### src/rtl/vram_pkg.sv
// Shared types for the VRAM arbiter: slot phase, CPU read FSM states,
// the buffered write entry and the default border colour after reset.
package vram_pkg;

    // Alternating RAM access phase; VIDEO owns even cycles after reset.
    typedef enum logic {
        VIDEO = 1'b0,
        CPU   = 1'b1
    } slot_e;

    // CPU read sequencing.
    typedef enum logic [1:0] {
        IDLE    = 2'd0,
        RD_WAIT = 2'd1,
        RD_DATA = 2'd2
    } cpu_state_e;

    // One posted CPU write.
    typedef struct packed {
        logic [15:0] addr;
        logic [7:0]  data;
    } wr_entry_t;

    localparam logic [11:0] BORDER_RST_DEFAULT = 12'h000;

endpackage

### src/rtl/vram_wrbuf.sv
// Synchronous FIFO of posted CPU writes. DEPTH must be a power of two so the
// pointers wrap naturally. A push is taken while full only when a pop happens
// in the same cycle, which leaves the occupancy unchanged.
module vram_wrbuf
    import vram_pkg::*;
#(
    parameter int DEPTH = 4
) (
    input  logic      clk,
    input  logic      rst,
    input  logic      push,
    input  wr_entry_t push_entry,
    input  logic      pop,
    output wr_entry_t head,
    output logic      full,
    output logic      empty
);

    localparam int          AW        = (DEPTH > 1) ? $clog2(DEPTH) : 1;
    localparam logic [AW:0] DEPTH_CNT = (AW+1)'(DEPTH);

    wr_entry_t     mem_q [DEPTH];
    logic [AW-1:0] wptr_q, wptr_d;
    logic [AW-1:0] rptr_q, rptr_d;
    logic [AW:0]   count_q, count_d;
    logic          do_push;
    logic          do_pop;

    assign empty = (count_q == '0);
    assign full  = (count_q == DEPTH_CNT);
    assign head  = mem_q[rptr_q];

    // Qualify push/pop against occupancy and advance pointers and count.
    always_comb begin
        do_pop  = pop && !empty;
        do_push = push && (!full || do_pop);
        wptr_d  = wptr_q;
        rptr_d  = rptr_q;
        count_d = count_q;
        if (do_push) begin
            wptr_d = wptr_q + AW'(1);
        end
        if (do_pop) begin
            rptr_d = rptr_q + AW'(1);
        end
        case ({do_push, do_pop})
            2'b10:   count_d = count_q + (AW+1)'(1);
            2'b01:   count_d = count_q - (AW+1)'(1);
            default: count_d = count_q;
        endcase
    end

    // Pointer and occupancy registers; reset empties the buffer.
    always_ff @(posedge clk) begin
        if (rst) begin
            wptr_q  <= '0;
            rptr_q  <= '0;
            count_q <= '0;
        end else begin
            wptr_q  <= wptr_d;
            rptr_q  <= rptr_d;
            count_q <= count_d;
        end
    end

    // Entry storage; contents are don't-care while the slot is empty.
    always_ff @(posedge clk) begin
        if (do_push) begin
            mem_q[wptr_q] <= push_entry;
        end
    end

endmodule

### src/rtl/vram_arbiter.sv
// VRAM arbiter: time-slices one synchronous single-port RAM between the
// display adapter (VIDEO slot) and the CPU (CPU slot), plus the border
// colour register. Build option VRAM_WRBUF_EN adds a posted write buffer
// (vram_wrbuf); without it a CPU write stalls until the next CPU slot.
module vram_arbiter
    import vram_pkg::*;
#(
    parameter int          WRBUF_DEPTH = 4,
    parameter logic [11:0] BORDER_RST  = BORDER_RST_DEFAULT
) (
    input  logic        CLOCK,
    input  logic        RESET,
    input  logic [15:0] vaddr,
    output logic [7:0]  vdata,
    input  logic [15:0] cpu_addr,
    input  logic [7:0]  cpu_wdata,
    input  logic        cpu_we,
    input  logic        cpu_rd,
    output logic [7:0]  cpu_rdata,
    output logic        cpu_ready,
    input  logic        port_we,
    input  logic [11:0] port_data,
    output logic [11:0] border,
    output logic [15:0] ram_addr,
    output logic [7:0]  ram_wdata,
    output logic        ram_we,
    input  logic [7:0]  ram_rdata
);

    slot_e       slot_q, slot_d;
    cpu_state_e  state_q, state_d;
    logic [15:0] rd_addr_q, rd_addr_d;
    logic [7:0]  rdata_q, rdata_d;
    logic [7:0]  vdata_q, vdata_d;
    logic [11:0] border_q, border_d;

    wr_entry_t   wr_head;     // entry written to RAM this CPU slot
    logic        wr_pop;      // a CPU-slot RAM write happens this cycle
    logic        wr_accept;   // the CPU write is acknowledged this cycle
    logic        buf_empty;   // no posted writes outstanding
    logic        rd_issue;    // pending read goes to RAM this cycle

`ifdef VRAM_WRBUF_EN
    wr_entry_t   wr_in;
    logic        wr_push;
    logic        wr_full;
    logic        wr_empty;

    assign wr_in     = '{addr: cpu_addr, data: cpu_wdata};
    assign buf_empty = wr_empty;

    // Writes are posted only while no read is in flight; a full buffer
    // still accepts when the CPU slot frees an entry in the same cycle.
    always_comb begin
        wr_pop    = (slot_q == CPU) && !wr_empty && !RESET;
        wr_accept = (state_q == IDLE) && cpu_we && (!wr_full || wr_pop) && !RESET;
        wr_push   = wr_accept;
    end

    vram_wrbuf #(
        .DEPTH      (WRBUF_DEPTH)
    ) u_wrbuf (
        .clk        (CLOCK),
        .rst        (RESET),
        .push       (wr_push),
        .push_entry (wr_in),
        .pop        (wr_pop),
        .head       (wr_head),
        .full       (wr_full),
        .empty      (wr_empty)
    );
`else
    logic unused_wrbuf_depth;

    assign unused_wrbuf_depth = ^WRBUF_DEPTH;
    assign buf_empty          = 1'b1;

    // Without a buffer the write goes straight to RAM in the CPU slot and is
    // acknowledged in that same cycle.
    always_comb begin
        wr_head   = '{addr: cpu_addr, data: cpu_wdata};
        wr_pop    = (slot_q == CPU) && (state_q == IDLE) && cpu_we && !RESET;
        wr_accept = wr_pop;
    end
`endif

    // A pending read uses the CPU slot only once all earlier writes are in RAM.
    always_comb begin
        rd_issue = (slot_q == CPU) && (state_q == RD_WAIT) && buf_empty && !wr_pop && !RESET;
    end

    // RAM port mux: VIDEO slot reads vaddr, CPU slot writes, reads or idles.
    always_comb begin
        ram_addr  = 16'h0000;
        ram_wdata = 8'h00;
        ram_we    = 1'b0;
        if (!RESET) begin
            if (slot_q == VIDEO) begin
                ram_addr = vaddr;
            end else if (wr_pop) begin
                ram_addr  = wr_head.addr;
                ram_wdata = wr_head.data;
                ram_we    = 1'b1;
            end else if (rd_issue) begin
                ram_addr = rd_addr_q;
            end
        end
    end

    // CPU read FSM; a write in the same cycle as a read wins and drops it.
    always_comb begin
        state_d   = state_q;
        rd_addr_d = rd_addr_q;
        rdata_d   = rdata_q;
        case (state_q)
            IDLE: begin
                if (cpu_rd && !cpu_we) begin
                    state_d   = RD_WAIT;
                    rd_addr_d = cpu_addr;
                end
            end
            RD_WAIT: begin
                if (rd_issue) begin
                    state_d = RD_DATA;
                end
            end
            RD_DATA: begin
                state_d = IDLE;
                rdata_d = ram_rdata;
            end
            default: state_d = IDLE;
        endcase
    end

    // Slot toggle, video data capture (the cycle after a VIDEO slot) and border.
    always_comb begin
        slot_d   = (slot_q == VIDEO) ? CPU : VIDEO;
        vdata_d  = (slot_q == CPU) ? ram_rdata : vdata_q;
        border_d = port_we ? port_data : border_q;
    end

    // State registers.
    always_ff @(posedge CLOCK) begin
        if (RESET) begin
            slot_q    <= VIDEO;
            state_q   <= IDLE;
            rd_addr_q <= 16'h0000;
            rdata_q   <= 8'h00;
            vdata_q   <= 8'h00;
            border_q  <= BORDER_RST;
        end else begin
            slot_q    <= slot_d;
            state_q   <= state_d;
            rd_addr_q <= rd_addr_d;
            rdata_q   <= rdata_d;
            vdata_q   <= vdata_d;
            border_q  <= border_d;
        end
    end

    // Read data is live from RAM in the completing cycle, then held.
    always_comb begin
        cpu_ready = !RESET && (wr_accept || (state_q == RD_DATA));
        if (RESET) begin
            cpu_rdata = 8'h00;
        end else if (state_q == RD_DATA) begin
            cpu_rdata = ram_rdata;
        end else begin
            cpu_rdata = rdata_q;
        end
    end

    assign vdata  = vdata_q;
    assign border = border_q;

endmodule

### config.mk
export PLATFORM = sky130hd
export DESIGN_NAME = vram_arbiter
export DESIGN_NICKNAME = d
export VERILOG_FILES = /design/src/rtl/vram_pkg.sv /design/src/rtl/vram_wrbuf.sv /design/src/rtl/vram_arbiter.sv
export SDC_FILE = /design/constraint.sdc
export NUM_CORES = 1
export LEC_CHECK = 0
export ABC_AREA = 1
export ABC_CLOCK_PERIOD_IN_PS = 1940
export CAP_MARGIN = 20
export CORE_MARGIN = 5
export CORE_UTILIZATION = 39
export CTS_CLUSTER_SIZE = 25
export DETAILED_ROUTE_END_ITERATION = 10
export PLACE_DENSITY = 0.86
export SYNTH_ARGS = -nofsm -noshare
export SYNTH_HDL_FRONTEND = slang
export SYNTH_SLANG_ARGS = --single-unit
export TNS_END_PERCENT = 30
### constraint.sdc
create_clock -name CLOCK -period 1.94 [get_ports CLOCK]
set_input_delay 0.485 -clock CLOCK [delete_from_list [all_inputs] [get_ports CLOCK]]
set_output_delay 0.485 -clock CLOCK [all_outputs]
set_load 0.01 [all_outputs]
==> results.md, run 1 <==
- The run finished, with violations left.
- The final reports fail on setup timing.
- The root buffer cell is sky130_fd_sc_hd__clkbuf_8.
- After layout, the worst setup slack is -120 ps.
- Summing all non-filler instances in the final layout gives an area of between 3000 and 4000 µm².
- After the first detailed-routing iteration, the DRC count stood at 140.
- The startpoint class of the critical path is a flop.
- The first-pass GRT wire length is 11.8 mm.
- The final-report setup violation count is 34.
- The completed layout was analyzed and its total power is 2.31 mW.
- The clock net in this run drives a total of 47 sinks.
- The final layout contains routed wiring with a total length of 7.59 mm.
- The most numerous cell type found on the critical path is sky130_fd_sc_hd__nor2_4.
- The number of buffers inserted by hold repair at cts is 0.
- The final clock skew is 7.58 ps.
- The TritonCTS clock tree is done.
- The largest buffer count on any clock path is 2.
- By instance count, the leading cell after synthesis is sky130_fd_sc_hd__nor2_1.
- The number of nets in the synthesized netlist is 404.
- The die is about 86 µm tall.
- The core area is 5540 µm².
- The initial cell density of the core is 0.405.
- The total global-route track usage is 0.194.
- The register bit total from synthesis is 47.
- The global-route congestion overflow total is 0.
- The die covers 7370 µm².
- Entering global routing, the biggest net connects 34 pins.
- The largest single stage delay on the critical path is roughly 330 ps.
- The routability-driven placement congestion ratio is 0.749.
- The number of design rule violations left after detail routing is 0.
- The biggest area contributor in the post-synthesis netlist is sky130_fd_sc_hd__dfxtp_1.
- Once detailed placement completed, the half-perimeter wirelength came to approximately 5.2 mm.
- The path category of the worst min-delay check is reg2reg.
- The reg-to-reg startpoint is state_q[0]$_SDFFE_PP0P_.
- The post-route fraction of the period consumed by the critical path is 1.06.
- The footprint of the multi-input gates is 1120 µm².
- The max capacitance violation total is 0.
- Counting every instance in the synthesized netlist gives about 340.
- The number of nets at the end of the flow is 543.
- The most critical setup path has its endpoint at ram_addr[2].
- The level count of the clock H-tree is 2.
- Along the worst path, the maximum fanout reaches 5.
- The area share of the largest cell type after synthesis is 0.419.
- The final count of hold timing violations is 0.
- Sorting the synthesized cells by how often they occur yields 81 x sky130_fd_sc_hd__nor2_1, 47 x sky130_fd_sc_hd__dfxtp_1, 45 x sky130_fd_sc_hd__o21ai_0.
- On the critical path the largest part of the delay comes from simple AND/OR/NAND/NOR gates.
- The required time at the endpoint of the critical path is around 1500 ps.
- The sequential-to-total area share from yosys stat is 0.419.
- The detail-routed net length per standard cell is between 10 and 15 µm.
- Derived from the worst setup path, the maximum achievable clock frequency is 485 MHz.
- The count of cells along the worst register-to-register path is 6.
- The worst ir drop on vdd is ~530 µV.
- The worst hold-check slack is 463 ps.
- Among all stages on the critical path, the largest delay is contributed by sky130_fd_sc_hd__dfxtp_2.
- Counting the buffers created by CTS gives 5.
- Row generation in the floorplan step produced 27 rows.
- The via count of the first global-routing pass was 2602.
- The capture point of the worst reg-to-reg path is rd_addr_q[9]$_SDFFE_PP0P_.
- Together, buffers and inverters on the worst path number 3.
- In this run the number of cells on the critical path is 8.
- The leakage power is around 1.7 nW.
- Traced cell by cell, the critical path runs through buf_4, nor2_4, nand3_4, buf_6, nor2_4, nor2_2, nor2_1, buf_2.
- After layout, the minimum clock period comes to ~2000 ps.
- The first detailed-routing pass took 4 iterations.
- The number of fillers in the final layout is about 480.
- The netlist area before placement is 2240 µm².
- The proportion of synthesized flip-flops having asynchronous set or reset is 0.
- The post-placement cell area is 3660 µm².
- The start point of the critical path is state_q[0]$_SDFFE_PP0P_.
- The sequential cell area is 943 µm².
- The dominant synthesized flop cell is sky130_fd_sc_hd__dfxtp_1.
- At the pin with the least slew margin, the transition time is 407 ps.
- In this run, distinct cell masters in the synthesized netlist total 18.
- The number of antenna violations at the first check in global routing is 0.
- The routed via count divided by cell count is 4.85.
- In the final timing run, aggregate negative setup slack is -3060 ps.
- The worst setup path category is reg2out.
- The register clock-pin slew on the reported worst setup and hold paths is around 80 ps.
- The relative area change from synthesis to final layout is 69.5%.
- The insertion delay of the later-clocked pin in the worst-skew pair is 290 ps.
- The I/O pin count is 119.
- Yosys attributes the largest share of cell area to sky130_fd_sc_hd__dfxtp_1 42%, sky130_fd_sc_hd__nor2_1 14%, sky130_fd_sc_hd__o21ai_0 10%.
- Setup repair after global routing could not meet its margin everywhere.
- The number of enable-type register cells in the synthesized netlist is 0.
- The vias after detailed routing is 2665.
- The number of antenna diodes in the final layout is 0.
- The kind of capture point of the worst setup path is an output port.
- Setup slack on the worst reg-to-reg path comes out at roughly 510 ps.
- The endpoint arrival time on the critical path is around 1600 ps.
- The post-route antenna net violation count is 0.
- In this run the tightest slew margin relative to its limit is 0.728.
- The share of final-layout standard cells stronger than drive strength 1 is 0.209.
- The count of buffers added on input and output ports is 118.
- The final max-slew violation count is 0.
- The mean cell area of the mapped netlist is 6.62 µm².
- The die outline width is about 86 µm.
- The number of warning messages in the yosys log is 0.
- For this design the ratio of total power to cell area is 607 nW/µm².
==> timing repair <==
item | 4_1_cts | 5_1_grt
setup buffers | 2 | 1
hold endpoints to repair | 0 | 0
gates cloned | 0 | 3
endpoints found under the setup margin | 34 | 33
gates resized for setup | 103 | 51
pin swaps | 0 | 5
==> flip-flops by register name (all words and copies together) (netlist names) <==
name	cells
border	12
rd_addr_q	16
rdata_q	8
slot_q	1
state_q	2
vdata	8
==> worst min path at each step <==
stage	from	to	depth (start not counted)
after floorplan	rd_addr_q[10]$_SDFFE_PP0P_	rd_addr_q[10]$_SDFFE_PP0P_	2
after global placement	vdata[5]$_SDFFE_PP0P_	vdata[5]$_SDFFE_PP0P_	2
after detailed placement	vdata[2]$_SDFFE_PP0P_	vdata[2]$_SDFFE_PP0P_	2
after CTS	rd_addr_q[12]$_SDFFE_PP0P_	rd_addr_q[12]$_SDFFE_PP0P_	2
after global routing	rd_addr_q[7]$_SDFFE_PP0P_	rd_addr_q[7]$_SDFFE_PP0P_	2
final	rd_addr_q[12]$_SDFFE_PP0P_	rd_addr_q[12]$_SDFFE_PP0P_	2
==> power by group <==
group	leakage [nW]	switching, mW	internal (mW)
logic	1.28	0.265	0.305
clock network	0.0502	0.320	0.377
registers	0.386	0.0257	1.02
==> cell type report <==
class	instances	share of cell area
Sequential cell	47	0.248
Inverter	41	0.0414
Multi-Input combinational cell	232	0.296
Tap cell	72	0.0237
Clock buffer	5	0.0181
Clock inverter	2	0.00987
Timing Repair Buffer	150	0.361
Timing Repair inverter	1	0.00197
==> layout by cell type (no fill, tap or decap), drive strengths merged <==
cell type / instances
nand2: 43
clkdlybuf4s50: 82
inv: 40
buf: 54
a21oi: 24
o21ai: 46
dfxtp: 47
nand3: 33
clkinvlp: 3
bufinv: 1
dlygate4sd2: 9
clkbuf: 8
nor2: 86
clkdlybuf4s15: 2
==> kinds of logic (layout without fill, tap and decap cells) <==
kind of cell / Yosys count / after routing / share of synthesized area
buffers and inverters: 60 / 199 / 0.113
flip-flops: 47 / 47 / 0.419
AND/OR/NAND/NOR: 162 / 162 / 0.312
AO/OA/AOI/OAI: 70 / 70 / 0.156
==> through the flow <==
step | cells | utilization | setup slack (ps)
3_3_place_gp | 537 | 0.660 | -792
2_1_floorplan | 339 | - | 283
4_1_cts | 546 | 0.680 | -183
5_1_grt | 550 | 0.687 | -240
6_report | 550 | 0.687 | -120
3_5_place_dp | 537 | 0.660 | -884
==> per-layer routing <==
layer	GRT usage	wire length, µm	up-vias
met2	0.327	3740	95
met4	0.0705	127	0
li1	-	-	1341
met1	0.223	3000	1217
met5	0	0	-
met3	0.0740	730	12
==> tightest hold or removal path: cells and delay by family (launching register included) <==
family / cells / cell delay [ps]
and+or+nand+nor: 1 / 60
AOI/OAI and AO/OA: 1 / 50
DFF: 1 / 310
Power figures use the tool's default switching activity.
==> run 2: changes to the inputs <==
ABC_AREA = default   (was 1)
CORE_UTILIZATION = 38   (was 39)
SKIP_CTS_REPAIR_TIMING = 1   (was default)
==> results.md, run 2 <==
- The flow ran to the end, but the final reports show violations.
- The checks that failed: setup timing.
- By count the netlist is led by 48 x sky130_fd_sc_hd__nand2_1, 47 x sky130_fd_sc_hd__dfxtp_1, 38 x sky130_fd_sc_hd__nor2_1.
- sky130_fd_sc_hd__nand2_1 is the most common cell in the netlist.
- The detail-routed net length per standard cell is 14.7 µm (+6.7%).
- The gate count of the mapped netlist was 249 (-27%).
- The final clock skew is 1.48 ps (-6.10 ps).
- The total routed wirelength was 6.64 mm (-13%).
- The number of nets at the end of the flow came to 445 (-18%).
- The relative area change from synthesis to final layout is 69.1%.
- The area share of the largest cell type after synthesis is 0.454 (+0.0347).
- The reg-to-reg startpoint is state_q[0]$_SDFFE_PP0P_.
- met2 is the most crowded layer.
- The share of final-layout standard cells stronger than drive strength 1 is 0.239 (+0.0296).
- The startpoint identified for the worst hold timing path is rd_addr_q[2]$_SDFFE_PP0P_.
- The mean cell area of the mapped netlist came to 8.33 µm² (+26%).
- The count of TritonRoute iterations in the first routing pass is 4 (unchanged).
- The leakage power is 1.45 nW (-16%).
- The path with the worst hold slack has its endpoint at rd_addr_q[2]$_SDFFE_PP0P_.
- The number of cells traversed by the worst hold path came to 2 (unchanged).
- The time the final worst path needs with I/O delays and setup is 2150 ps (+88.2 ps).
- The vias after detailed routing is 2260 (-15%).
- The post-route antenna net violation count is 0 (unchanged).
- The worst setup path is launched from a flop.
- The routability-driven placement congestion ratio was 0.802 (+7.1%).
- The worst-case headroom to the max-slew limit is 0.778 (+0.0496).
- The largest fanout on the critical path is 5 (unchanged).
- The number of warning messages in the yosys log is 0 (unchanged).
- The transition time at the pin with the least slew margin came to 333 ps (-74.0 ps).
- The met3 track utilization from global routing was 0.0750 (+0.00106).
- The setup slack of the worst register-to-register path is 430 ps (-80 ps).
- The count of cells along the worst register-to-register path came to 5 (-1).
- The start point of the critical path is state_q[0]$_SDFFE_PP0P_.
- Leaving out fill and tap cells, the most frequent cells in the layout are 82 x sky130_fd_sc_hd__clkdlybuf4s50_1, 48 x sky130_fd_sc_hd__nand2_1, 45 x sky130_fd_sc_hd__dfxtp_1.
- The proportion of synthesized flip-flops having asynchronous set or reset is 0 (unchanged).
- The dominant synthesized flop cell is sky130_fd_sc_hd__dfxtp_1.
- The top achievable clock speed is 465 MHz (-4.1%).
- The path category of the worst min-delay check is reg2reg.
- The initial cell density of the core was 0.398 (-0.00683).
- The largest buffer count on any clock path is 2 (unchanged).
- The sequential-to-total area share from yosys stat was 0.454 (+0.0347).
- The level count of the clock H-tree is 2 (unchanged).
- The half-perimeter wire length after placement came to 4.81 mm (-7.7%).
- The routing usage on met2 was 0.299 (-0.0272).
- The instance count after placement with tap cells included is 439 (-18%).
- The endpoint identified for the worst register-to-register timing path is rd_addr_q[1]$_SDFFE_PP0P_.
- The quantity of I/O buffers inserted on ports was 118 (unchanged).
- The final count of hold timing violations is 0 (unchanged).
- The core area is 5200 µm² (-6.1%).
- The aggregate negative setup slack is -2560 ps (+498 ps).
- The total global-route track usage is 0.177 (-0.0174).
- The number of buffers created by CTS is 5 (unchanged).
- The worst setup path is captured at an output port.
- The register clock-pin slew on the reported worst setup and hold paths is 80 ps (about the same).
- The number of standard-cell rows in the floorplan came to 26 (-3.7%).
- Setup repair after global routing could not meet its margin everywhere.
- The number of design rule violations left after detail routing is 0 (unchanged).
- The height of the die is 83.9 µm (-2.3%).
- The number of nets in the synthesized netlist came to 314 (-22%).
- The pin count of the biggest net entering global routing came to 26 (-24%).
- The smallest setup slack after layout is -208 ps (-88.2 ps).
- The root buffer cell is sky130_fd_sc_hd__clkbuf_8.
- The routed via count divided by cell count is 5.01 (+3.4%).
- Summed over all instances, the cell type with the most area after synthesis is sky130_fd_sc_hd__dfxtp_1.
- The largest register by flop count is rd_addr_q.
- The insertion delay of the later-clocked pin in the worst-skew pair is 290 ps (about the same).
- The diode insertion count for antenna repair is 0 (unchanged).
- The total power per unit cell area is 628 nW/µm² (+3.6%).
- The number of DRC markers after the initial detailed-route iteration was 124 (-11%).
- The leading cell type in the layout, fill and taps excluded is sky130_fd_sc_hd__clkdlybuf4s50_1.
- The netlist area before placement is 2070 µm² (-7.6%).
- The post-route fraction of the period consumed by the critical path is 1.11 (+0.0455).
- The number of clock sinks is 47 (unchanged).
- The footprint of the multi-input gates was 1100 µm² (-2.0%).
- The worst ir drop on vdd is 523 µV (-2.2%).
- The register bit total from synthesis was 47 (unchanged).
- The via count of the first global-routing pass is 2155 (-17%).
- The final-report setup violation count was 30 (-12%).
- The flip-flop count of the largest register after layout came to 16 (unchanged).
- The number of enable-type register cells in the synthesized netlist is 0 (unchanged).
- The die area is 7030 µm² (-4.6%).
- The global-route congestion overflow total is 0 (unchanged).
- The die outline width was 83.9 µm (-2.3%).
- The endpoint arrival time on the critical path is 1660 ps (+80 ps).
- The required time at the endpoint of the critical path was 1450 ps (about the same).
- The I/O pin count is 119 (unchanged).
- The cell repeated most along the worst path is sky130_fd_sc_hd__buf_6.
- The post-route core utilization is 0.674 (-0.0130).
- The sequential cell area is 948 µm² (+0.53%).
- Walking the worst path, the cells encountered are or3b_4, nor3_4, buf_6, and2_4, buf_6.
- The max capacitance violation total is 0 (unchanged).
- The count of distinct cell types in the synthesized netlist is 22 (+4).
- The final max-slew violation count is 0 (unchanged).
- The number of antenna violations at the first check in global routing came to 0 (unchanged).
- The worst setup path category is reg2out.
- The delay of the slowest critical-path stage is 430 ps (+100 ps).
- The slowest stage of the critical path is the sky130_fd_sc_hd__or3b_4 cell.
- The post-layout instance count excluding filler cells was 451 (-18%).
- The number of fillers in the final layout came to 418 (-12%).
- The first-pass GRT wire length came to 10.3 mm (-13%).
- Yosys attributes the largest share of cell area to sky130_fd_sc_hd__dfxtp_1 45%, sky130_fd_sc_hd__mux2i_1 9.7%, sky130_fd_sc_hd__nand2_1 8.7%.
- The TritonCTS clock tree is done.
- The met1 capacity usage during global routing was 0.212 (-0.0104).
run 2: cell count changes in the layout (fill, tap and decap cells not counted), moves of 16 or more:
cell and delta:
sky130_fd_sc_hd__nand3_1 -30, sky130_fd_sc_hd__inv_1 -37, sky130_fd_sc_hd__mux2i_1 +20, sky130_fd_sc_hd__nor2_1 -31, sky130_fd_sc_hd__o21ai_0 -37, sky130_fd_sc_hd__nor3_1 +16
run 2: worst max-delay path, delay by kind of cell (launching register included):
kind | cells | cell delay [ps]
flops | 1 | 370
buf+inv | 2 | 220
simple gates | 3 | 770
run 2: kinds of logic after synthesis:
kind of cell / after synthesis / synth area share
flip-flops: 47 / 0.454
AO/OA/AOI/OAI: 42 / 0.132
multiplexers: 20 / 0.0966
AND/OR/NAND/NOR: 119 / 0.271
buffers and inverters: 21 / 0.0471
run 2: how the worst max path moves through the flow:
stage | slack, ps | to
2_1_floorplan | 40 | ram_addr[0]
3_3_place_gp | -1030 | cpu_ready
3_5_place_dp | -1080 | ram_wdata[6]
4_1_cts | -1080 | ram_wdata[6]
5_1_grt | -270 | ram_wdata[6]
6_report | -210 | ram_wdata[6]
run 2: power by group:
part           internal [mW]  switching, mW  leakage [nW]  total (mW)
logic                  0.297          0.225          1.01       0.521
registers               1.01         0.0254         0.386        1.03
clock network          0.324          0.323        0.0505       0.648
total                   1.63          0.573          1.45        2.20
run 2: layer usage:
metal  up-vias  wire length (µm)
met2        99              3200
li1       1117                 -
met3         5               595
met4         0                31
met5         -                 0
met1      1039              2820
run 2: cell type report:
cell class / instances / share of cell area
clock buffer: 7 / 0.0275
clock inverter: 1 / 0.00214
inverter: 1 / 0.00214
multi-input combinational: 182 / 0.314
sequential: 47 / 0.271
tap: 70 / 0.0250
timing repair buffer: 143 / 0.358
run 2: metrics by stage:
stage	setup WS [ps]	total power [mW]	hold WS (ps)	cell area (µm²)
after floorplan	36.7	1.27	436	2070
after global placement	-1030	1.58	441	3450
after global routing	-273	2.31	481	3510
after detailed placement	-1080	1.59	447	3450
final	-208	2.20	460	3510
after CTS	-1080	2.24	458	3550
